===== src/rtl/wb_soc_initiator_if.sv =====
// Bundle of command, response and Wishbone B3 classic signals for wb_soc_initiator.
// The master modport is the initiator's view; the slave modport is the requester/interconnect side.
interface wb_soc_initiator_if;
  logic        req_valid_i;
  logic        req_ready_o;
  logic        req_we_i;
  logic [31:0] req_adr_i;
  logic [31:0] req_dat_i;
  logic [3:0]  req_sel_i;
  logic        rsp_valid_o;
  logic        rsp_ready_i;
  logic [31:0] rsp_dat_o;
  logic        rsp_err_o;
  logic        rsp_timeout_o;
  logic [31:0] wb_adr_o;
  logic [31:0] wb_dat_o;
  logic [3:0]  wb_sel_o;
  logic        wb_we_o;
  logic        wb_cyc_o;
  logic        wb_stb_o;
  logic [2:0]  wb_cti_o;
  logic [1:0]  wb_bte_o;
  logic [31:0] wb_dat_i;
  logic        wb_ack_i;
  logic        wb_err_i;
  logic        wb_rty_i;

  modport master (
    input  req_valid_i, req_we_i, req_adr_i, req_dat_i, req_sel_i, rsp_ready_i,
           wb_dat_i, wb_ack_i, wb_err_i, wb_rty_i,
    output req_ready_o, rsp_valid_o, rsp_dat_o, rsp_err_o, rsp_timeout_o,
           wb_adr_o, wb_dat_o, wb_sel_o, wb_we_o, wb_cyc_o, wb_stb_o, wb_cti_o, wb_bte_o
  );

  modport slave (
    output req_valid_i, req_we_i, req_adr_i, req_dat_i, req_sel_i, rsp_ready_i,
           wb_dat_i, wb_ack_i, wb_err_i, wb_rty_i,
    input  req_ready_o, rsp_valid_o, rsp_dat_o, rsp_err_o, rsp_timeout_o,
           wb_adr_o, wb_dat_o, wb_sel_o, wb_we_o, wb_cyc_o, wb_stb_o, wb_cti_o, wb_bte_o
  );
endinterface


===== src/rtl/wb_soc_initiator.sv =====
// Single-outstanding Wishbone B3 classic master: one request in, one single-beat cycle out,
// with bounded retry and a stb timeout so an absent slave cannot hang the requester.
module wb_soc_initiator #(
  parameter int TIMEOUT   = 255,
  parameter int MAX_RETRY = 3
) (
  input  logic                 clk_i,
  input  logic                 rst_ni,
  wb_soc_initiator_if.master   bus
);
  localparam logic [16:0] TMO  = 17'(TIMEOUT);
  localparam logic [3:0]  MAXR = 4'(MAX_RETRY);

  typedef enum logic [1:0] {IDLE, BUS, BACKOFF, RESP} state_t;

  state_t      state, state_nxt;
  logic [31:0] adr_q, dat_q;
  logic [3:0]  sel_q;
  logic        we_q, latch;
  logic [15:0] tcnt, tcnt_nxt;
  logic [3:0]  rcnt, rcnt_nxt;
  logic [31:0] rdat_q, rdat_nxt;
  logic        err_q, err_nxt, to_q, to_nxt;

  always_ff @(posedge clk_i or negedge rst_ni) begin
    if (!rst_ni) begin
      state  <= IDLE;
      adr_q  <= '0;
      dat_q  <= '0;
      sel_q  <= '0;
      we_q   <= 1'b0;
      tcnt   <= '0;
      rcnt   <= '0;
      rdat_q <= '0;
      err_q  <= 1'b0;
      to_q   <= 1'b0;
    end else begin
      state  <= state_nxt;
      tcnt   <= tcnt_nxt;
      rcnt   <= rcnt_nxt;
      rdat_q <= rdat_nxt;
      err_q  <= err_nxt;
      to_q   <= to_nxt;
      if (latch) begin
        adr_q <= bus.req_adr_i;
        dat_q <= bus.req_dat_i;
        sel_q <= bus.req_sel_i;
        we_q  <= bus.req_we_i;
      end
    end
  end

  always_comb begin
    state_nxt = state;
    tcnt_nxt  = tcnt;
    rcnt_nxt  = rcnt;
    rdat_nxt  = rdat_q;
    err_nxt   = err_q;
    to_nxt    = to_q;
    latch     = 1'b0;
    case (state)
      IDLE: if (bus.req_valid_i) begin
        latch     = 1'b1;
        tcnt_nxt  = '0;
        rcnt_nxt  = '0;
        state_nxt = BUS;
      end
      BUS: begin
        // err beats ack beats rty when several land in the same cycle
        if (bus.wb_err_i) begin
          {err_nxt, to_nxt, rdat_nxt} = {1'b1, 1'b0, 32'd0};
          state_nxt = RESP;
        end else if (bus.wb_ack_i) begin
          {err_nxt, to_nxt} = 2'b00;
          rdat_nxt  = we_q ? 32'd0 : bus.wb_dat_i;
          state_nxt = RESP;
        end else if (bus.wb_rty_i) begin
          if (rcnt < MAXR) begin
            rcnt_nxt  = rcnt + 4'd1;
            state_nxt = BACKOFF;
          end else begin
            {err_nxt, to_nxt, rdat_nxt} = {1'b1, 1'b0, 32'd0};
            state_nxt = RESP;
          end
        end else begin
          if (tcnt != 16'hFFFF) tcnt_nxt = tcnt + 16'd1;
          if ({1'b0, tcnt} + 17'd1 == TMO) begin
            {err_nxt, to_nxt, rdat_nxt} = {1'b1, 1'b1, 32'd0};
            state_nxt = RESP;
          end
        end
      end
      BACKOFF: begin
        tcnt_nxt  = '0;
        state_nxt = BUS;
      end
      RESP: if (bus.rsp_ready_i) state_nxt = IDLE;
      default: state_nxt = IDLE;
    endcase
  end

  // Handshake and strobe outputs decode straight from the state register.
  assign bus.req_ready_o   = (state == IDLE);
  assign bus.wb_cyc_o      = (state == BUS);
  assign bus.wb_stb_o      = (state == BUS);
  assign bus.rsp_valid_o   = (state == RESP);
  assign bus.rsp_dat_o     = rdat_q;
  assign bus.rsp_err_o     = err_q;
  assign bus.rsp_timeout_o = to_q;
  assign bus.wb_adr_o      = adr_q;
  assign bus.wb_dat_o      = dat_q;
  assign bus.wb_sel_o      = sel_q;
  assign bus.wb_we_o       = we_q;
  assign bus.wb_cti_o      = 3'b000;
  assign bus.wb_bte_o      = 2'b00;
endmodule


===== src/flat_wrapper.sv =====
// flat-port wrapper written by rule: the top's interface ports become plain ports
module wb_soc_initiator_flat 
#(
  parameter int TIMEOUT   = 255,
  parameter int MAX_RETRY = 3
)
  (clk_i, rst_ni, bus_req_valid_i, bus_req_we_i, bus_req_adr_i, bus_req_dat_i, bus_req_sel_i, bus_rsp_ready_i, bus_wb_dat_i, bus_wb_ack_i, bus_wb_err_i, bus_wb_rty_i, bus_req_ready_o, bus_rsp_valid_o, bus_rsp_dat_o, bus_rsp_err_o, bus_rsp_timeout_o, bus_wb_adr_o, bus_wb_dat_o, bus_wb_sel_o, bus_wb_we_o, bus_wb_cyc_o, bus_wb_stb_o, bus_wb_cti_o, bus_wb_bte_o);
  wb_soc_initiator_if bus_i ();
  input  logic clk_i;
  input  logic rst_ni;
  input wire logic [$bits(bus_i.req_valid_i)-1:0] bus_req_valid_i;
  input wire logic [$bits(bus_i.req_we_i)-1:0] bus_req_we_i;
  input wire logic [$bits(bus_i.req_adr_i)-1:0] bus_req_adr_i;
  input wire logic [$bits(bus_i.req_dat_i)-1:0] bus_req_dat_i;
  input wire logic [$bits(bus_i.req_sel_i)-1:0] bus_req_sel_i;
  input wire logic [$bits(bus_i.rsp_ready_i)-1:0] bus_rsp_ready_i;
  input wire logic [$bits(bus_i.wb_dat_i)-1:0] bus_wb_dat_i;
  input wire logic [$bits(bus_i.wb_ack_i)-1:0] bus_wb_ack_i;
  input wire logic [$bits(bus_i.wb_err_i)-1:0] bus_wb_err_i;
  input wire logic [$bits(bus_i.wb_rty_i)-1:0] bus_wb_rty_i;
  output wire logic [$bits(bus_i.req_ready_o)-1:0] bus_req_ready_o;
  output wire logic [$bits(bus_i.rsp_valid_o)-1:0] bus_rsp_valid_o;
  output wire logic [$bits(bus_i.rsp_dat_o)-1:0] bus_rsp_dat_o;
  output wire logic [$bits(bus_i.rsp_err_o)-1:0] bus_rsp_err_o;
  output wire logic [$bits(bus_i.rsp_timeout_o)-1:0] bus_rsp_timeout_o;
  output wire logic [$bits(bus_i.wb_adr_o)-1:0] bus_wb_adr_o;
  output wire logic [$bits(bus_i.wb_dat_o)-1:0] bus_wb_dat_o;
  output wire logic [$bits(bus_i.wb_sel_o)-1:0] bus_wb_sel_o;
  output wire logic [$bits(bus_i.wb_we_o)-1:0] bus_wb_we_o;
  output wire logic [$bits(bus_i.wb_cyc_o)-1:0] bus_wb_cyc_o;
  output wire logic [$bits(bus_i.wb_stb_o)-1:0] bus_wb_stb_o;
  output wire logic [$bits(bus_i.wb_cti_o)-1:0] bus_wb_cti_o;
  output wire logic [$bits(bus_i.wb_bte_o)-1:0] bus_wb_bte_o;
  assign bus_i.req_valid_i = bus_req_valid_i;
  assign bus_i.req_we_i = bus_req_we_i;
  assign bus_i.req_adr_i = bus_req_adr_i;
  assign bus_i.req_dat_i = bus_req_dat_i;
  assign bus_i.req_sel_i = bus_req_sel_i;
  assign bus_i.rsp_ready_i = bus_rsp_ready_i;
  assign bus_i.wb_dat_i = bus_wb_dat_i;
  assign bus_i.wb_ack_i = bus_wb_ack_i;
  assign bus_i.wb_err_i = bus_wb_err_i;
  assign bus_i.wb_rty_i = bus_wb_rty_i;
  assign bus_req_ready_o = bus_i.req_ready_o;
  assign bus_rsp_valid_o = bus_i.rsp_valid_o;
  assign bus_rsp_dat_o = bus_i.rsp_dat_o;
  assign bus_rsp_err_o = bus_i.rsp_err_o;
  assign bus_rsp_timeout_o = bus_i.rsp_timeout_o;
  assign bus_wb_adr_o = bus_i.wb_adr_o;
  assign bus_wb_dat_o = bus_i.wb_dat_o;
  assign bus_wb_sel_o = bus_i.wb_sel_o;
  assign bus_wb_we_o = bus_i.wb_we_o;
  assign bus_wb_cyc_o = bus_i.wb_cyc_o;
  assign bus_wb_stb_o = bus_i.wb_stb_o;
  assign bus_wb_cti_o = bus_i.wb_cti_o;
  assign bus_wb_bte_o = bus_i.wb_bte_o;
  wb_soc_initiator #(.TIMEOUT(TIMEOUT), .MAX_RETRY(MAX_RETRY)) u_core (.clk_i(clk_i), .rst_ni(rst_ni), .bus(bus_i));
endmodule

===== config.mk =====
export PLATFORM = sky130hd
export DESIGN_NAME = wb_soc_initiator_flat
export DESIGN_NICKNAME = d
export VERILOG_FILES = /design/src/rtl/wb_soc_initiator_if.sv /design/src/rtl/wb_soc_initiator.sv /design/src/flat_wrapper.sv
export SDC_FILE = /design/constraint.sdc
export NUM_CORES = 1
export LEC_CHECK = 0
export ABC_AREA = 1
export BUFFER_PORTS_ARGS = -buffer_cell sky130_fd_sc_hd__buf_2
export CORE_ASPECT_RATIO = 2
export CORE_MARGIN = 5
export CORE_UTILIZATION = 46
export CTS_BUF_LIST = sky130_fd_sc_hd__clkbuf_8
export DETAILED_ROUTE_END_ITERATION = 7
export GPL_TIMING_DRIVEN = 1
export PLACE_DENSITY = 0.83
export SYNTH_ARGS = -nofsm -noshare
export SYNTH_HDL_FRONTEND = slang
export SYNTH_SLANG_ARGS = --single-unit

===== constraint.sdc =====
create_clock -name clk_i -period 2.1 [get_ports clk_i]
set_input_delay 0 -clock clk_i [delete_from_list [all_inputs] [get_ports clk_i]]
set_output_delay 0 -clock clk_i [all_outputs]
set_load 0.01 [all_outputs]

==> results of run 1 <==
[registers in the layout (all words and copies together) (netlist names)]
signal                    cells
u_core.bus.rsp_dat_o         32
u_core.bus.wb_adr_o          32
u_core.bus.wb_dat_o          32
u_core.tcnt                  16
u_core.bus.wb_sel_o           4
u_core.rcnt                   4
u_core.state                  2
u_core.bus.rsp_err_o          1
u_core.bus.rsp_timeout_o      1
u_core.bus.wb_we_o            1
[what timing repair did]
item / 4_1_cts / 5_1_grt
setup buffers: 0 / 2
setup endpoints to repair: 34 / 35
gates cloned: 1 / 5
gates resized for setup: 2 / 39
hold buffers: 106 / 0
hold endpoints to repair: 230 / 0
pin swaps: 0 / 11
[worst max path at each step]
stage | from | endpoint | slack, ps
3_5_place_dp | u_core.tcnt[0] | u_core.bus.rsp_dat_o[21] | -70
3_3_place_gp | u_core.tcnt[0] | u_core.bus.rsp_dat_o[12] | 30
4_1_cts | u_core.tcnt[0] | u_core.bus.rsp_timeout_o | -8
5_1_grt | u_core.tcnt[1] | u_core.bus.rsp_dat_o[19] | -150
6_report | u_core.tcnt[1] | u_core.bus.rsp_dat_o[29] | -30
2_1_floorplan | u_core.tcnt[1] | u_core.bus.rsp_timeout_o | 190
[report_power, final]
group          switching [mW]  total [mW]  internal, mW
sequential              0.540        3.82          3.28
combinational            2.38        3.85          1.47
clock                    1.05        1.92         0.867
total                    3.98        9.59          5.62
[worst reg2reg max path: stages, from the launching register on]
cell and delay [ps]:
sky130_fd_sc_hd__dfrtp_1 420, sky130_fd_sc_hd__ha_4 190, sky130_fd_sc_hd__nand2_4 70, sky130_fd_sc_hd__nor2_4 150, sky130_fd_sc_hd__nand3_1 100, sky130_fd_sc_hd__nand2_1 80, sky130_fd_sc_hd__nand2_1 80, sky130_fd_sc_hd__nor2_1 110
sky130_fd_sc_hd__nand2_1 70, sky130_fd_sc_hd__nor2_1 120, sky130_fd_sc_hd__nand2_2 140, sky130_fd_sc_hd__nand2_4 180, sky130_fd_sc_hd__buf_6 150, sky130_fd_sc_hd__nand3_1 100, sky130_fd_sc_hd__nand2_1 110
[cells in the final DEF (no fill, tap or decap), drive strengths merged, types with 3 or more instances in the layout]
cell type,count
inv,66
clkbuf,20
nand2,331
o21ai,10
nor2,65
xor2,3
buf,230
dlygate4sd3,106
nand3,48
o22ai,7
dfrtp,125
clkinvlp,5
a22o,3
nand4,5
ha,3
clkinv,3
conb,5
[through the flow]
step,utilization,cells,worst slack [ps]
2_1_floorplan,-,705,190
3_3_place_gp,0.566,1046,33.8
3_5_place_dp,0.566,1046,-71.7
4_1_cts,0.685,1185,-7.80
5_1_grt,0.706,1192,-155
6_report,0.706,1192,-32.3
[routing by layer]
metal / up-vias / track usage
met5: - / 0
met4: 0 / 0.166
met3: 97 / 0.0618
met2: 318 / 0.447
met1: 2860 / 0.253
li1: 2797 / -
[layout make-up]
| type | instances | share of cell area |
|---|---|---|
| well taps | 147 | 0.0215 |
| clock inverters | 14 | 0.0129 |
| multi-input cells | 490 | 0.269 |
| inverters | 60 | 0.0263 |
| clock buffers | 18 | 0.0290 |
| flip-flops and latches | 125 | 0.366 |
| repair buffers | 338 | 0.276 |
[cell families after synthesis]
| family | share of synthesized area |
|---|---|
| buffers and inverters | 0.0732 |
| other | 0.000665 |
| AO/OA/AOI/OAI | 0.0273 |
| XOR/XNOR | 0.00621 |
| adder cells (fa/ha/maj) | 0.00665 |
| AND/OR/NAND/NOR | 0.332 |
| flip-flops | 0.554 |
==> results.yml, run 1 <==
job:
  cap_viol_max_count: 0
timing:
  worst_pin_slew_ps: 1110
  fin_tns_setup_ps: -102
  finalWorstSetupSlack_ps: -32.3
  finalHoldViolCount: 0
  min_period_over_period: 1.02
  layout_min_cycle_time_ps: 2130
  slew-limit-headroom: 0.259
  maxClockFrequency_mhz: 469
  timing.final.max_slew_violations: 0
  rsz0062_at_grt: "yes"
  timing.final.setup_violations: 7
  fin_worst_skew_ps: 11.4
  worst_hold_slack_ps: 48.9
synthesis:
  synth_seq_area_share: 0.554
  yosys.area.top_type_share: 0.554
  synth.cells.most_frequent: "sky130_fd_sc_hd__nand2_1, sky130_fd_sc_hd__dfrtp_1, sky130_fd_sc_hd__nor2_1"
  postSynth.topFlopCell: "sky130_fd_sc_hd__dfrtp_1"
  yosys.cell_count.top_type: "sky130_fd_sc_hd__nand2_1"
  synth_area_um2: 5640
  syn_area_per_cell_um2: 8.05
  synth_edf_count: 0
  async_flop_share: 1.00
  synth_cells: 701
  yosys_warnings: 0
  ys_ff_latch: 125
  synthDistinctLibCells: 32
  yosys.area.top_type: "sky130_fd_sc_hd__dfrtp_1"
  netlist_top_cells_area: "sky130_fd_sc_hd__dfrtp_1, sky130_fd_sc_hd__nand2_1, sky130_fd_sc_hd__nand3_1"
grt:
  gr-usage-all-layers: 0.254
  grt_pass1_wl_um: 29500
  gr-total-overflow: 0
  antenna_found_initial: 0
  grt_max_degree: 75
  vias_in_the_first_global_route: 6295
worst_setup_path:
  reg2reg_from: "u_core.tcnt[1]"
  critPathMaxStageDelay_ps: 420
  worstPathMaxFanout: 7
  crit_path_end_kind: "flop"
  cp_cell_sequence: "ha_4 > nand2_4 > nor2_4 > nand3_1 > nand2_1 > nand2_1 > nor2_1 > nand2_1 > nor2_1 > nand2_2 > nand2_4 > buf_6 > nand3_1 > nand2_1"
  cp.buffers_inverters: 1
  crit_path_frequent_cell: "sky130_fd_sc_hd__nand2_1"
  cp_data_arrival_time_ps: 2490
  start_to_end_type_of_the_worst_setup_path: "flop to flop"
  r2r_setup_slack_ps: -30
  crit_path_top_delay_cell: "sky130_fd_sc_hd__dfrtp_1"
  reg2regPathDepth: 14
  critPathTopFamily: "simple AND/OR/NAND/NOR gates"
  regToRegEndpoint: "u_core.bus.rsp_dat_o[29]"
  worst_setup_path_start_kind: "flop"
  required_ps: 2460
  timing.critical_path.depth: 14
drt:
  drt-met1-wl_um: 6450
  vias: 6072
  met2WireLength_um: 10400
  drt_pre_antenna_iters: 5
  met3WireLength_um: 1220
  drt_first_iter_violations: 371
  antenna_left: 0
  routed_wire_length_per_instance_um: 16.2
  highest-signal-layer: "met4"
  drc: 0
  route.detailed.vias_per_inst: 5.09
  drt-total-wl_um: 19300
die:
  overall_die_area_um2: 14700
  coreArea_um2: 12100
  floorplan.die.height_um: 167
  floorplan.initialDensity: 0.465
  die_width_um: 88.3
  num_rows: 57
  pin_count: 220
clock_network:
  tritoncts: "done"
  clk_pin_slew_ps: 80
  max-clock-path-buffers: 2
  cts.htree.levels: 4
  skew_pair_late_insertion_delay_ps: 430
  cts_root_buffer: "sky130_fd_sc_hd__clkbuf_8"
  num_cts_buffers: 17
  clock_sinks: 125
layout:
  multi_input_comb_area_um2: 2300
  fin_nets: 1143
  fillCellCount: 864
  finish.instance_area_um2: 8560
  synthToLayoutAreaGrowth_pct: 51.7
  regArea_um2: 3130
  final_layout_size_suffix_gt1_frac: 0.307
  n_antenna_cell: 0
worst_hold_path:
  hold_start: "bus_wb_rty_i"
  whs_endpoint: "u_core.rcnt[0]"
  min_delay_path_class: "input pin to flop"
  depth_of_the_worst_hold_timing_path: 5
status:
  failed_checks: "setup timing"
  run_status: "finished with violations"
placement:
  dp_hpwl_um: 11200
  io_buffer_count: 214
  post_detailed_placement_cell_area_um2: 6860
  gp_congestion: 0.904
power:
  p_total_mw: 9.59
  irDropWorstVdd_v: 0.000786
  power_density_nw_per_um2: 1120
  total_leakage_power_nw: 4.77
(Power assumes the default switching activity.)
==> run 2: changes to the inputs <==
--- a/config.mk
+++ b/config.mk
@@ -6,7 +6,7 @@
 export NUM_CORES = 1
 export LEC_CHECK = 0
 export ABC_AREA = 1
-export BUFFER_PORTS_ARGS = -buffer_cell sky130_fd_sc_hd__buf_2
+export BUFFER_PORTS_ARGS = -buffer_cell sky130_fd_sc_hd__clkbuf_2
 export CORE_ASPECT_RATIO = 2
 export CORE_MARGIN = 5
 export CORE_UTILIZATION = 46
==> results.yml, run 2 (same netlist as run 1, synthesis figures left out) <==
clock_network:
  clock_sinks: 125
  cts.htree.levels: 4
  max-clock-path-buffers: 2
  skew_pair_late_insertion_delay_ps: 430
  tritoncts: "done"
  num_cts_buffers: 17
  clk_pin_slew_ps: 80
  cts_root_buffer: "sky130_fd_sc_hd__clkbuf_8"
drt:
  drc: 0
  drt-total-wl_um: 20400
  drt_first_iter_violations: 300
  route.detailed.vias_per_inst: 5.12
  vias: 6119
  routed_wire_length_per_instance_um: 17.1
  antenna_left: 0
  drt_pre_antenna_iters: 4
timing:
  rsz0062_at_grt: "yes"
  min_period_over_period: 1.02
  worst_pin_slew_ps: 1130
  slew-limit-headroom: 0.246
  fin_worst_skew_ps: 15.9
  finalWorstSetupSlack_ps: -41.2
  layout_min_cycle_time_ps: 2140
  timing.final.max_slew_violations: 0
  finalHoldViolCount: 0
  maxClockFrequency_mhz: 467
  timing.final.setup_violations: 5
placement:
  dp_hpwl_um: 11300
  gp_congestion: 0.943
  post_detailed_placement_cell_area_um2: 6870
  place_inst: 1045
  io_buffer_count: 214
layout:
  layout.cells.most_common: "sky130_fd_sc_hd__nand2_1"
  finish.instance_area_um2: 8640
  final_layout_size_suffix_gt1_frac: 0.307
  multi_input_comb_area_um2: 2300
  most_frequent_cells_in_the_layout: "sky130_fd_sc_hd__nand2_1, sky130_fd_sc_hd__clkbuf_2, sky130_fd_sc_hd__dfrtp_1"
  fin_nets: 1145
  fillCellCount: 812
  regArea_um2: 3130
  synthToLayoutAreaGrowth_pct: 53.2
  post_layout_nonfiller_instances: 1195
grt:
  vias_in_the_first_global_route: 6339
  gr-usage-all-layers: 0.257
  antenna_found_initial: 1
  gr-total-overflow: 0
  grt_pass1_wl_um: 29700
  grt_max_degree: 71
power:
  irDropWorstVdd_v: 0.000750
  total_leakage_power_nw: 4.85
  power_density_nw_per_um2: 1130
worst_setup_path:
  crit_path_end_kind: "flop"
  worstPathMaxFanout: 17
  worst_setup_path_start_kind: "flop"
  start_to_end_type_of_the_worst_setup_path: "flop to flop"
  r2r_setup_slack_ps: -40
  required_ps: 2400
  cp_data_arrival_time_ps: 2440
die:
  floorplan.die.height_um: 167
  num_rows: 57
  coreArea_um2: 12100
  pin_count: 220
  die_width_um: 88.3
  floorplan.initialDensity: 0.465
  overall_die_area_um2: 14700
status:
  run_status: "finished with violations"
  failed_checks: "setup timing"
job:
  cap_viol_max_count: 0
worst_hold_path:
  min_delay_path_class: "input pin to flop"
run 2: path summary, 6_finish.rpt:
check | start | endpoint | cells after the start
worst min-delay path | bus_req_valid_i | u_core.state[0] | 5
worst max-delay path | u_core.tcnt[0] | u_core.bus.rsp_dat_o[2] | 14
max in group asynchronous | rst_ni | u_core.bus.rsp_err_o | 3
worst max register to register | u_core.tcnt[0] | u_core.bus.rsp_dat_o[2] | 14
worst min register to register | u_core.bus.wb_adr_o[1] | u_core.bus.wb_adr_o[1] | 2
min in group asynchronous | rst_ni | u_core.tcnt[3] | 2
run 2: metal layers:
layer / part of all wire / routed length [um] / track usage / up-vias
met2: 0.54 / 11000 / 0.443 / 350
met4: 0.076 / 1550 / 0.185 / 0
met3: 0.066 / 1360 / 0.0643 / 131
met5: 0 / 0 / 0 / -
met1: 0.32 / 6520 / 0.258 / 2829
li1: - / - / - / 2809
run 2: worst max-delay path: stages (launching register included):
cell and delay (ps):
sky130_fd_sc_hd__dfrtp_1 420, sky130_fd_sc_hd__ha_4 180, sky130_fd_sc_hd__nand2_4 50, sky130_fd_sc_hd__nor2_4 170, sky130_fd_sc_hd__nand2_2 110, sky130_fd_sc_hd__nor2_2 120
sky130_fd_sc_hd__nand2_1 80, sky130_fd_sc_hd__nand2_2 100, sky130_fd_sc_hd__nand3_2 90, sky130_fd_sc_hd__nor2_4 110, sky130_fd_sc_hd__nand2_4 100, sky130_fd_sc_hd__nand2_8 140
sky130_fd_sc_hd__nand2_8 130, sky130_fd_sc_hd__nand2_2 110, sky130_fd_sc_hd__nand2_1 90
run 2: cell type report:
type,instances,share of cell area
multi-input cells,489,0.267
repair buffers,341,0.277
well taps,147,0.0213
clock buffers,19,0.0303
diodes,1,0.000290
inverters,60,0.0261
clock inverters,13,0.0162
flip-flops and latches,125,0.362
run 2: through the flow:
step / total power, mW / hold WS, ps / worst slack, ps / TNS [ps] / util
global placement: 7.16 / 48.9 / 34.0 / 0 / 0.567
CTS: 9.58 / 28.9 / 34.7 / 0 / 0.688
floorplan: 5.73 / -296 / 190 / 0 / -
detailed placement: 7.27 / 56.2 / -55.0 / -547 / 0.567
global route: 10.4 / 77.0 / -188 / -3970 / 0.713
finish: 9.81 / 61.5 / -41.2 / -91.6 / 0.713
run 2: repair_timing:
| action | in CTS | in global routing |
|---|---|---|
| pin swaps | 0 | 7 |
| cloned | 0 | 8 |
| hold endpoints to repair | 149 | 0 |
| resized for setup | 1 | 38 |
| setup buffers | 0 | 3 |
| endpoints found under the setup margin | 34 | 37 |
| hold buffers | 106 | 0 |
run 2: where the power goes:
part,switching [mW],internal [mW]
Combinational,2.40,1.43
Sequential,0.569,3.28
Clock,0.993,1.12
Total,3.97,5.84
